**config.mk**
```make
export PLATFORM = sky130hd
export DESIGN_NAME = fetch_queue
export DESIGN_NICKNAME = d
export VERILOG_FILES = /design/src/rtl/fetch_queue.sv
export SDC_FILE = /design/constraint.sdc
export NUM_CORES = 1
export LEC_CHECK = 0
export ABC_AREA = 1
export CORE_ASPECT_RATIO = 0.8
export CORE_MARGIN = 2
export CORE_UTILIZATION = 35
export DETAILED_ROUTE_END_ITERATION = 10
export PLACE_DENSITY = 0.58
export SLEW_MARGIN = 20
export SYNTH_ARGS = -nofsm -noshare
export SYNTH_HDL_FRONTEND = slang
export SYNTH_SLANG_ARGS = --single-unit
```
**constraint.sdc**
```tcl
create_clock -name clk -period 5.3 [get_ports clk]
set_clock_uncertainty 0.05 [all_clocks]
set_input_delay 0.53 -clock clk [delete_from_list [all_inputs] [get_ports clk]]
set_output_delay 0.53 -clock clk [all_outputs]
set_load 0.005 [all_outputs]
```
**src/rtl/fetch_queue.sv**
```systemverilog
// Instruction-fetch stage with a decoupling prefetch queue feeding the IF/ID boundary.
// Sequential fetch with an iready_n wait handshake. Late/early redirects flush the queue and restart fetch.
module fetch_queue #(
   parameter int               XLEN     = 32,
   parameter int               DEPTH    = 4,
   parameter logic [XLEN-1:0]  RESET_PC = XLEN'(32'h0001_0000),
   parameter logic [XLEN-1:0]  NOP_INSN = XLEN'(32'h0000_0013)
) (
   input  logic                      clk,
   input  logic                      rst,
   input  logic                      stall,
   input  logic                      bubble,
   input  logic                      redir_early_valid,
   input  logic [XLEN-1:0]           redir_early_pc,
   input  logic                      redir_late_valid,
   input  logic [XLEN-1:0]           redir_late_pc,
   output logic [XLEN-1:0]           iaddr,
   output logic                      ireq,
   input  logic                      iready_n,
   input  logic [XLEN-1:0]           idata,
   output logic                      out_valid,
   output logic [XLEN-1:0]           out_insn,
   output logic [XLEN-1:0]           out_pc,
   output logic [XLEN-1:0]           out_pcp4,
   output logic [4:0]                out_rs1,
   output logic [4:0]                out_rs2,
   output logic [$clog2(DEPTH):0]    q_count
);

   localparam int PW = $clog2(DEPTH);
   localparam int CW = PW + 1;

   logic [XLEN-1:0] insn_mem [DEPTH];
   logic [XLEN-1:0] pc_mem   [DEPTH];

   logic [PW-1:0]   head_p0;
   logic [PW-1:0]   tail_p0;
   logic [CW-1:0]   count_p0;

   logic            full;
   logic            empty;
   logic            redir;
   logic [XLEN-1:0] redir_pc;
   logic            push;
   logic            pop;

   function automatic logic [XLEN-1:0] pc_next(input logic [XLEN-1:0] pc);
      return pc + XLEN'(4);
   endfunction

   assign full     = (count_p0 == CW'(DEPTH));
   assign empty    = (count_p0 == '0);
   assign redir    = redir_early_valid | redir_late_valid;
   assign redir_pc = redir_late_valid ? redir_late_pc : redir_early_pc;

   // Full is taken from the registered count, so a pop never frees a slot for a same-cycle push.
   assign ireq      = rst & ~full;
   assign push      = ireq & ~iready_n & ~redir;
   assign out_valid = ~empty & ~bubble;
   assign pop       = out_valid & ~stall & ~redir;

   // Fetch address and queue control
   always_ff @(posedge clk) begin
      if (!rst) begin
         iaddr    <= RESET_PC;
         head_p0  <= '0;
         tail_p0  <= '0;
         count_p0 <= '0;
      end else if (redir) begin
         iaddr    <= redir_pc;
         head_p0  <= '0;
         tail_p0  <= '0;
         count_p0 <= '0;
      end else begin
         if (push) begin
            iaddr   <= pc_next(iaddr);
            tail_p0 <= tail_p0 + PW'(1);
         end
         if (pop) begin
            head_p0 <= head_p0 + PW'(1);
         end
         case ({push, pop})
            2'b10:   count_p0 <= count_p0 + CW'(1);
            2'b01:   count_p0 <= count_p0 - CW'(1);
            default: count_p0 <= count_p0;
         endcase
      end
   end

   // Queue storage
   always_ff @(posedge clk) begin
      if (push) begin
         insn_mem[tail_p0] <= idata;
         pc_mem[tail_p0]   <= iaddr;
      end
   end

   // IF/ID presentation: an empty queue shows the pending fetch address.
   assign out_insn = out_valid ? insn_mem[head_p0] : NOP_INSN;
   assign out_pc   = empty ? iaddr : pc_mem[head_p0];
   assign out_pcp4 = pc_next(out_pc);
   assign out_rs1  = out_insn[19:15];
   assign out_rs2  = out_insn[24:20];
   assign q_count  = count_p0;

endmodule

```
==> results of run 1 <==
==> cell families (layout without fill, tap and decap cells) <==
logic type	after synthesis	in the layout	synth area share, %
buf+inv	267	506	7.99
fa+ha+maj	8	8	0.724
xor+xnor	20	20	1.18
compound gates	228	228	8.26
flops	297	297	57.2
simple gates	865	865	24.6
==> power breakdown <==
group	leakage (uW)	total, uW	internal [uW]	switching (uW)
clock network	0.000555	2420	1510	917
registers	0.00265	2650	2580	75.2
logic	0.00399	519	254	265
total	0.00719	5600	4340	1260
==> Yosys cell counts (all sizes together) (3+ instances only) <==
library cell | count | area (um2)
o21bai | 5 | 37.5
xor2 | 16 | 140
o311ai | 3 | 26.3
a211oi | 3 | 22.5
clkbuf | 27 | 101
edfxtp | 256 | 7690
ha | 7 | 87.6
a22oi | 3 | 22.5
nand3 | 107 | 556
or2 | 8 | 50.1
inv | 181 | 684
o21ai | 123 | 616
a21oi | 66 | 330
dfxtp | 41 | 821
xnor2 | 4 | 35.0
nor2 | 290 | 1180
nand4 | 19 | 119
o221ai | 5 | 43.8
nand2 | 427 | 1670
nor3 | 10 | 60.1
nor3b | 3 | 22.5
a31oi | 16 | 100
buf | 58 | 398
==> registers in the layout, indices dropped and copies added, names as in the netlist, named ones only <==
register,count
head_p0,2
tail_p0,2
iaddr,32
insn_mem,128
q_count,3
pc_mem,128
==> worst min-delay path by stage <==
stage | from | to | slack (ns) | cells after the start
2_1_floorplan | tail_p0[0]$_SDFFE_PP0P_ | tail_p0[0]$_SDFFE_PP0P_ | 0.42 | 2
3_3_place_gp | tail_p0[0]$_SDFFE_PP0P_ | tail_p0[0]$_SDFFE_PP0P_ | 0.44 | 2
3_5_place_dp | tail_p0[0]$_SDFFE_PP0P_ | tail_p0[0]$_SDFFE_PP0P_ | 0.44 | 2
4_1_cts | tail_p0[0]$_SDFFE_PP0P_ | tail_p0[0]$_SDFFE_PP0P_ | 0.45 | 2
5_1_grt | tail_p0[0]$_SDFFE_PP0P_ | tail_p0[0]$_SDFFE_PP0P_ | 0.49 | 2
6_report | tail_p0[0]$_SDFFE_PP0P_ | tail_p0[0]$_SDFFE_PP0P_ | 0.45 | 2
==> stage by stage <==
step	hold slack [ns]	setup WS (ns)
final	0.453	1.10
after global routing	0.491	0.848
after CTS	0.453	1.09
after detailed placement	0.444	1.50
after global placement	0.440	1.50
after floorplan	0.424	0.641
==> per-layer routing <==
layer  wire, um  global-route usage (%)  up-vias
li1           -                       -     5970
met1      21100                    29.4     5702
met2      20400                    31.7      357
met3       3170                    4.22       43
met4        704                    3.94        0
met5          0                       0        -
==> cells in the final DEF (no fill, tap or decap), types with 2 or more instances in the layout <==
master | Yosys | routed
sky130_fd_sc_hd__a211oi_1 | 3 | 3
sky130_fd_sc_hd__a21oi_1 | 66 | 66
sky130_fd_sc_hd__a22oi_1 | 3 | 3
sky130_fd_sc_hd__a31oi_1 | 16 | 16
sky130_fd_sc_hd__buf_12 | 0 | 4
sky130_fd_sc_hd__buf_4 | 14 | 17
sky130_fd_sc_hd__bufinv_16 | 0 | 9
sky130_fd_sc_hd__clkbuf_1 | 27 | 3
sky130_fd_sc_hd__clkbuf_16 | 0 | 31
sky130_fd_sc_hd__clkdlybuf4s50_1 | 0 | 245
sky130_fd_sc_hd__clkinv_1 | 1 | 5
sky130_fd_sc_hd__clkinv_2 | 0 | 7
sky130_fd_sc_hd__dfxtp_1 | 41 | 39
sky130_fd_sc_hd__edfxtp_1 | 256 | 256
sky130_fd_sc_hd__ha_1 | 7 | 7
sky130_fd_sc_hd__inv_1 | 176 | 176
sky130_fd_sc_hd__inv_2 | 3 | 3
sky130_fd_sc_hd__inv_4 | 2 | 2
sky130_fd_sc_hd__nand2_1 | 402 | 402
sky130_fd_sc_hd__nand2_2 | 24 | 24
sky130_fd_sc_hd__nand3_1 | 103 | 103
sky130_fd_sc_hd__nand3_2 | 4 | 4
sky130_fd_sc_hd__nand4_1 | 19 | 19
sky130_fd_sc_hd__nor2_1 | 264 | 260
sky130_fd_sc_hd__nor2_2 | 21 | 21
sky130_fd_sc_hd__nor2_4 | 5 | 9
sky130_fd_sc_hd__nor3_1 | 8 | 8
sky130_fd_sc_hd__nor3_2 | 2 | 2
sky130_fd_sc_hd__nor3b_1 | 3 | 3
sky130_fd_sc_hd__o21ai_0 | 123 | 123
sky130_fd_sc_hd__o21bai_1 | 5 | 5
sky130_fd_sc_hd__o221ai_1 | 5 | 5
sky130_fd_sc_hd__o311ai_0 | 3 | 3
sky130_fd_sc_hd__or2_2 | 7 | 7
sky130_fd_sc_hd__xnor2_1 | 4 | 4
sky130_fd_sc_hd__xor2_1 | 16 | 16
==> cell type report <==
type,instances,area [um2],share of cell area (%)
Sequential cell,297,8510,45.1
Multi-Input combinational cell,1121,5200,27.5
Timing Repair Buffer,266,2660,14.1
Inverter,182,688,3.64
Clock buffer,34,787,4.17
Tap cell,552,691,3.66
Clock inverter,24,350,1.85
==> worst max-delay path, stage by stage, from the launching register on <==
cell	delay, ns
sky130_fd_sc_hd__dfxtp_2	0.33
sky130_fd_sc_hd__buf_4	0.68
sky130_fd_sc_hd__nand3_1	0.15
sky130_fd_sc_hd__nand2_1	0.10
sky130_fd_sc_hd__nand2_1	0.05
sky130_fd_sc_hd__nand2_1	0.19
sky130_fd_sc_hd__ha_1	0.31
sky130_fd_sc_hd__nand3_2	0.19
sky130_fd_sc_hd__nor2_2	0.21
sky130_fd_sc_hd__nand2_1	0.09
sky130_fd_sc_hd__xor2_1	0.15
sky130_fd_sc_hd__clkdlybuf4s50_1	0.52
==> impl_table.tex, run 1 <==
\begin{tabular}{lr}
\hline
Metric & Value \\
\hline
\multicolumn{2}{l}{\textbf{Place}} \\
\quad Count of input and output buffers & 245 \\
\quad Dpl cells & between 2000 and 2500 \\
\quad Half-perimeter wire length after placement & 29.7 mm \\
\quad Final RePlAce weighted congestion & 0.896 \\
\quad DP Area & 17800 um2 \\
\multicolumn{2}{l}{\textbf{Timing}} \\
\quad Setup Total Neg Slack & 0 ns \\
\quad Count of endpoints failing hold in the final timing report & 0 \\
\quad Setup violation total in the final timing report & 0 \\
\quad Slew at the pin closest to its max-slew limit & a little over 1 ns \\
\quad Post-route fraction of the period consumed by the critical path & 79.3\% \\
\quad Max-slew headroom & 31.0\% \\
\quad Post-layout minimum cycle time & 4.20 ns \\
\quad Unrepaired setup endpoints after global routing & no \\
\quad Count of pins over their slew limit & 0 \\
\quad Top achievable clock speed & 238 MHz \\
\multicolumn{2}{l}{\textbf{Critical path}} \\
\quad Reg2Reg Launch Point & q\_count[0]\$\_SDFFE\_PP0P\_ \\
\quad Data arrival time of the critical path & 3.62 ns \\
\quad Critical path required time & about 4.7 ns \\
\quad Worst setup path endpoint & out\_pcp4[16] \\
\quad R2r endpoint & q\_count[2]\$\_SDFFE\_PP0P\_ \\
\quad Crit path capture type & output pin \\
\quad Crit Path Category & register to output pin \\
\quad Number of cells on the worst reg-to-reg path & 13 \\
\quad Element type at the critical path start & register \\
\quad Top fanout value on the critical path & between 60 and 70 \\
\quad Register-to-register path setup slack & 2.21 ns \\
\multicolumn{2}{l}{\textbf{GRT}} \\
\quad Largest net degree at the start of global routing & 96 \\
\quad Wire length of the first global-routing pass & 69.1 mm \\
\quad Number of global-route vias before repair & about 12000 \\
\quad Antenna violations before repair & 1 \\
\quad Total overflow reported by the global router & 0 \\
\quad All-layer global routing usage & 20.4\% \\
\multicolumn{2}{l}{\textbf{Synth}} \\
\quad Post-Syn Nets & between 1500 and 2000 \\
\quad Netlist cell types & 42 \\
\quad Post-Syn Instances & 1685 \\
\quad Share of the yosys chip area belonging to registers & between 50 and 60\% \\
\quad Predominant post-synthesis flop cell & sky130\_fd\_sc\_hd\_\_edfxtp\_1 \\
\quad Number of enable-type register cells in the synthesized netlist & between 200 and 300 \\
\quad Share of synthesized flip-flops with an asynchronous set or reset & 0\% \\
\quad Netlist area before placement & 14900 um2 \\
\quad Mean cell area of the mapped netlist & slightly below 9 um2 \\
\quad Synthesis Warnings & 0 \\
\quad Count of state elements after synthesis & 297 \\
\multicolumn{2}{l}{\textbf{Clocking}} \\
\quad Master cell of the clock root buffer & sky130\_fd\_sc\_hd\_\_clkbuf\_16 \\
\quad Clock latency on the worst-skew pair & just under 0.6 ns \\
\quad Cts-stage hold buffer count & 0 \\
\quad Clk sinks & 297 \\
\quad Number of H-tree branching levels & 1 \\
\quad Longest Clk Path Bufs & 3 \\
\quad Setup bufs post-CTS & 0 \\
\quad Clock tree from TritonCTS & done \\
\quad Clock-pin slew reported for the worst setup and hold paths after clock tree synthesis & 0.06 ns \\
\quad TritonCTS buffer count & 31 \\
\quad Resized Gates After CTS & 0 \\
\multicolumn{2}{l}{\textbf{Routing}} \\
\quad Routed vias/inst & 4.88 \\
\quad ANT nets after route & 0 \\
\quad Iter 0 DRT Violations & 946 \\
\quad Number of remaining DRC errors & 0 \\
\quad First-pass iteration count of the detailed router & 5 \\
\quad Routed Wire Length & $\sim$45 mm \\
\quad Routed length per instance & 18.3 um \\
\quad Via count & 12072 \\
\multicolumn{2}{l}{\textbf{Pwr}} \\
\quad Peak supply drop & about 260 uV \\
\quad Overall power consumption & between 5000 and 6000 uW \\
\quad Static Leak & 0.00719 uW \\
\quad Power per standard cell area & a little under 300 nW/um2 \\
\multicolumn{2}{l}{\textbf{Status}} \\
\quad Result of the run & completed \\
\multicolumn{2}{l}{\textbf{Floorplanning}} \\
\quad Number of top-level design ports & between 200 and 250 \\
\quad Site row count & 67 \\
\quad Die Footprint & around 44000 um2 \\
\quad Core Area & 41900 um2 \\
\quad Effective utilization at floorplan & 35.5\% \\
\quad Die height & 188 um \\
\quad Die width & 234 um \\
\multicolumn{2}{l}{\textbf{Cells and area}} \\
\quad Post-layout net count & 2010 \\
\quad Count of fill cells added during filler insertion & 4064 \\
\quad Final instance area & 18900 um2 \\
\quad Fraction of final layout cells with drive strength greater than 1 & 7.64\% \\
\quad Filler-free cell count of the finished design & 2476 \\
\quad Area overhead of the layout relative to synthesis & 27.1\% \\
\quad Final core occ & 45.1\% \\
\quad Diode count & 0 \\
\multicolumn{2}{l}{\textbf{Hold path}} \\
\quad Hold Crit Class & register to register \\
\multicolumn{2}{l}{\textbf{Flow run}} \\
\quad Maximum capacitance violations & 0 \\
\hline
\end{tabular}
No activity file was read; power rests on OpenSTA's default activity.
==> run 2, diff against run 1 <==
==> constraint.sdc (replaced) <==
create_clock -name clk -period 4 [get_ports clk]
set_clock_uncertainty 0.05 [all_clocks]
set_input_delay 0.4 -clock clk [delete_from_list [all_inputs] [get_ports clk]]
set_output_delay 0.4 -clock clk [all_outputs]
set_load 0.005 [all_outputs]
==> run 2 against run 1 <==
Net effect: critical path depth grew 2; sequential share of layout area shrank 0.22 points; die area is the same; non-clock buffer count grew 27; clock-buffer cell count grew 8; cell count grew 1.1%; power grew 24%; clock power grew 12%; utilization grew 0.22 points; first-iteration DRC count grew 25%; critical endpoint is now out_pcp4[12].
==> impl_table.tex, run 2 (same netlist as run 1, synthesis figures left out) <==
\begin{tabular}{lr}
\hline
Metric & Value \\
\hline
\multicolumn{2}{l}{\textbf{Pwr}} \\
\quad Switching portion of total power & 23.9\% (+1.4 points) \\
\quad Cell Int Power & 5280 uW (+22\%) \\
\quad Switching power summed over all nets & 1650 uW (+32\%) \\
\quad Peak supply drop & 324 uV (+24\%) \\
\quad Share of total power in combinational logic & 10.7\% (+1.4 points) \\
\quad Sequential share of power & 50.4\% (+3.0 points) \\
\quad Power per standard cell area & 365 nW/um2 (+23\%) \\
\quad Static Leak & 0.00724 uW (+0.72\%) \\
\quad Clock network fraction of design power & 39.0\% (-4.3 points) \\
\multicolumn{2}{l}{\textbf{Floorplanning}} \\
\quad Effective utilization at floorplan & 35.5\% (unchanged) \\
\quad Die Footprint & 44200 um2 (unchanged) \\
\quad Die width & 234 um (unchanged) \\
\quad Number of top-level design ports & 246 (unchanged) \\
\quad Core Area & 41900 um2 (unchanged) \\
\quad Die height & 188 um (unchanged) \\
\quad Site row count & 67 (unchanged) \\
\multicolumn{2}{l}{\textbf{Critical path}} \\
\quad Cell with the largest stage delay on the worst path & sky130\_fd\_sc\_hd\_\_clkdlybuf4s50\_1 \\
\quad Crit path capture type & output pin \\
\quad Largest stage delay on the critical path & 0.55 ns (-0.13 ns) \\
\quad Critical Path, Cell by Cell & inv\_6, buf\_4, nand2\_1, nand3\_1, nand2\_1, nand2\_1, nand2\_2, nand2\_1, nor2\_1, nand2\_1, nor2\_2, xor2\_1, clkdlybuf4s50\_1 \\
\quad Crit Path Category & register to output pin \\
\quad Data arrival time of the critical path & 3.34 ns (-0.28 ns) \\
\quad Element type at the critical path start & register \\
\quad Critical path required time & 3.55 ns (-1.17 ns) \\
\quad Top fanout value on the critical path & 39 (-39\%) \\
\quad Most numerous cell on the critical path & sky130\_fd\_sc\_hd\_\_nand2\_1 \\
\multicolumn{2}{l}{\textbf{Cells and area}} \\
\quad Count of fill cells added during filler insertion & 4036 (-0.69\%) \\
\quad Post-layout net count & 2037 (+1.3\%) \\
\quad Fraction of final layout cells with drive strength greater than 1 & 8.56\% (+0.92 points) \\
\quad Final core occ & 45.3\% (+0.22 points) \\
\quad Registers with the most flip-flops & insn\_mem (128), pc\_mem (128), iaddr (32) \\
\quad Diode count & 0 (unchanged) \\
\quad Area overhead of the layout relative to synthesis & 27.7\% \\
\quad Filler-free cell count of the finished design & 2502 (+1.1\%) \\
\quad Most frequent cells in the layout & 401 x sky130\_fd\_sc\_hd\_\_nand2\_1, 260 x sky130\_fd\_sc\_hd\_\_nor2\_1, 256 x sky130\_fd\_sc\_hd\_\_edfxtp\_1 \\
\quad Most common cell after layout, fill and taps aside & sky130\_fd\_sc\_hd\_\_nand2\_1 \\
\multicolumn{2}{l}{\textbf{Clocking}} \\
\quad Clock latency on the worst-skew pair & 0.57 ns (about the same) \\
\quad Number of H-tree branching levels & 1 (unchanged) \\
\quad Clk sinks & 297 (unchanged) \\
\quad Clock-pin slew reported for the worst setup and hold paths after clock tree synthesis & 0.06 ns (about the same) \\
\quad Master cell of the clock root buffer & sky130\_fd\_sc\_hd\_\_clkbuf\_16 \\
\quad Longest Clk Path Bufs & 3 (unchanged) \\
\quad Clock tree from TritonCTS & done \\
\quad TritonCTS buffer count & 31 (unchanged) \\
\multicolumn{2}{l}{\textbf{Routing}} \\
\quad Routed length per instance & 18.4 um (+0.62\%) \\
\quad Routed Wire Length & 46.1 mm (+1.7\%) \\
\quad ANT nets after route & 0 (unchanged) \\
\quad Number of remaining DRC errors & 0 (unchanged) \\
\quad Iter 0 DRT Violations & 1181 (+25\%) \\
\quad Via count & 12225 (+1.3\%) \\
\quad First-pass iteration count of the detailed router & 5 (unchanged) \\
\quad Routed vias/inst & 4.89 (+0.22\%) \\
\multicolumn{2}{l}{\textbf{Timing}} \\
\quad Setup violation total in the final timing report & 0 (unchanged) \\
\quad Post-route fraction of the period consumed by the critical path & 94.8\% \\
\quad Final setup margin & 0.209 ns (-0.890 ns) \\
\quad Slew at the pin closest to its max-slew limit & 0.816 ns (-0.219 ns) \\
\quad Count of pins over their slew limit & 0 (unchanged) \\
\quad Setup Total Neg Slack & 0 ns (unchanged) \\
\quad Top achievable clock speed & 264 MHz \\
\quad Count of endpoints failing hold in the final timing report & 0 (unchanged) \\
\quad Unrepaired setup endpoints after global routing & yes \\
\quad Post-layout minimum cycle time & between 3 and 4 ns \\
\quad Max-slew headroom & 45.0\% (+14 points) \\
\multicolumn{2}{l}{\textbf{Place}} \\
\quad Half-perimeter wire length after placement & 31.7 mm (+6.6\%) \\
\quad Dpl cells & 2443 (+1.0\%) \\
\quad Count of input and output buffers & 245 (unchanged) \\
\quad Post-placement worst setup slack & 0.531 ns (-0.971 ns) \\
\quad Final RePlAce weighted congestion & 0.936 (+4.4\%) \\
\multicolumn{2}{l}{\textbf{Status}} \\
\quad Result of the run & completed \\
\multicolumn{2}{l}{\textbf{Hold path}} \\
\quad Hold Crit Class & primary input to register \\
\multicolumn{2}{l}{\textbf{GRT}} \\
\quad Number of global-route vias before repair & 11685 (-0.43\%) \\
\quad Total overflow reported by the global router & 0 (unchanged) \\
\quad All-layer global routing usage & 20.6\% (+0.26 points) \\
\quad Antenna violations before repair & 1 (unchanged) \\
\quad Largest net degree at the start of global routing & 115 (+20\%) \\
\quad Wire length of the first global-routing pass & 70.1 mm (+1.4\%) \\
\multicolumn{2}{l}{\textbf{Flow run}} \\
\quad Maximum capacitance violations & 0 (unchanged) \\
\hline
\end{tabular}
[run 2: worst paths after layout]
check / startpoint / to / slack (ns) / cells past startpoint
hold reg to reg: tail_p0[0]$_SDFFE_PP0P_ / tail_p0[0]$_SDFFE_PP0P_ / 0.46 / 2
hold / removal: redir_early_pc[1] / iaddr[1]$_SDFFE_PN0P_ / 0.37 / 3
setup / recovery: register / out_pcp4[12] / 0.21 / 13
setup reg to reg: q_count[0]$_SDFFE_PP0P_ / q_count[2]$_SDFFE_PP0P_ / 1.23 / 13
[run 2: repair_timing]
action / CTS / global route
hold buffers: 0 / 0
setup buffers: 0 / 2
gates resized for setup: 3 / 11
setup endpoints to repair: 9 / 18
[run 2: power by group through the flow]
stage / combinational, uW / clock (uW) / sequential [uW]
2_1_floorplan: 262 / 0 / 3540
3_3_place_gp: 738 / 0 / 3550
3_5_place_dp: 737 / 0 / 3550
4_1_cts: 741 / 2750 / 3490
5_1_grt: 802 / 2870 / 3500
6_report: 741 / 2700 / 3490
[run 2: per-layer routing]
metal | wire length [um] | track usage, % | vias to the layer above
li1 | - | - | 6031
met1 | 21500 | 30.2 | 5802
met2 | 21000 | 32.5 | 347
met3 | 3070 | 3.68 | 45
met4 | 544 | 3.02 | 0
met5 | 0 | 0 | -
[run 2: worst max-delay path: cells and delay by family, from the launching register on]
kind / cells / cell delay, ns
AND/OR/NAND/NOR: 9 / 1.03
buffers and inverters: 3 / 0.95
flip-flops: 1 / 0.46
XOR/XNOR: 1 / 0.27
[run 2: area by class of cell]
class	count	area, um2	area share, %
sequential	297	8510	44.8
multi-input combinational	1121	5220	27.5
timing repair buffer	293	2930	15.4
clock buffer	42	827	4.36
inverter	182	698	3.68
tap	552	691	3.64
clock inverter	15	103	0.540
[run 2: through the flow]
stage | power [uW] | area [um2] | hold slack (ns)
after CTS | 6980 | 18900 | 0.352
after detailed placement | 4290 | 18000 | 0.455
final | 6930 | 19000 | 0.369
after floorplan | 3800 | 14900 | 0.424
after global routing | 7170 | 19000 | 0.372
after global placement | 4290 | 18000 | 0.440
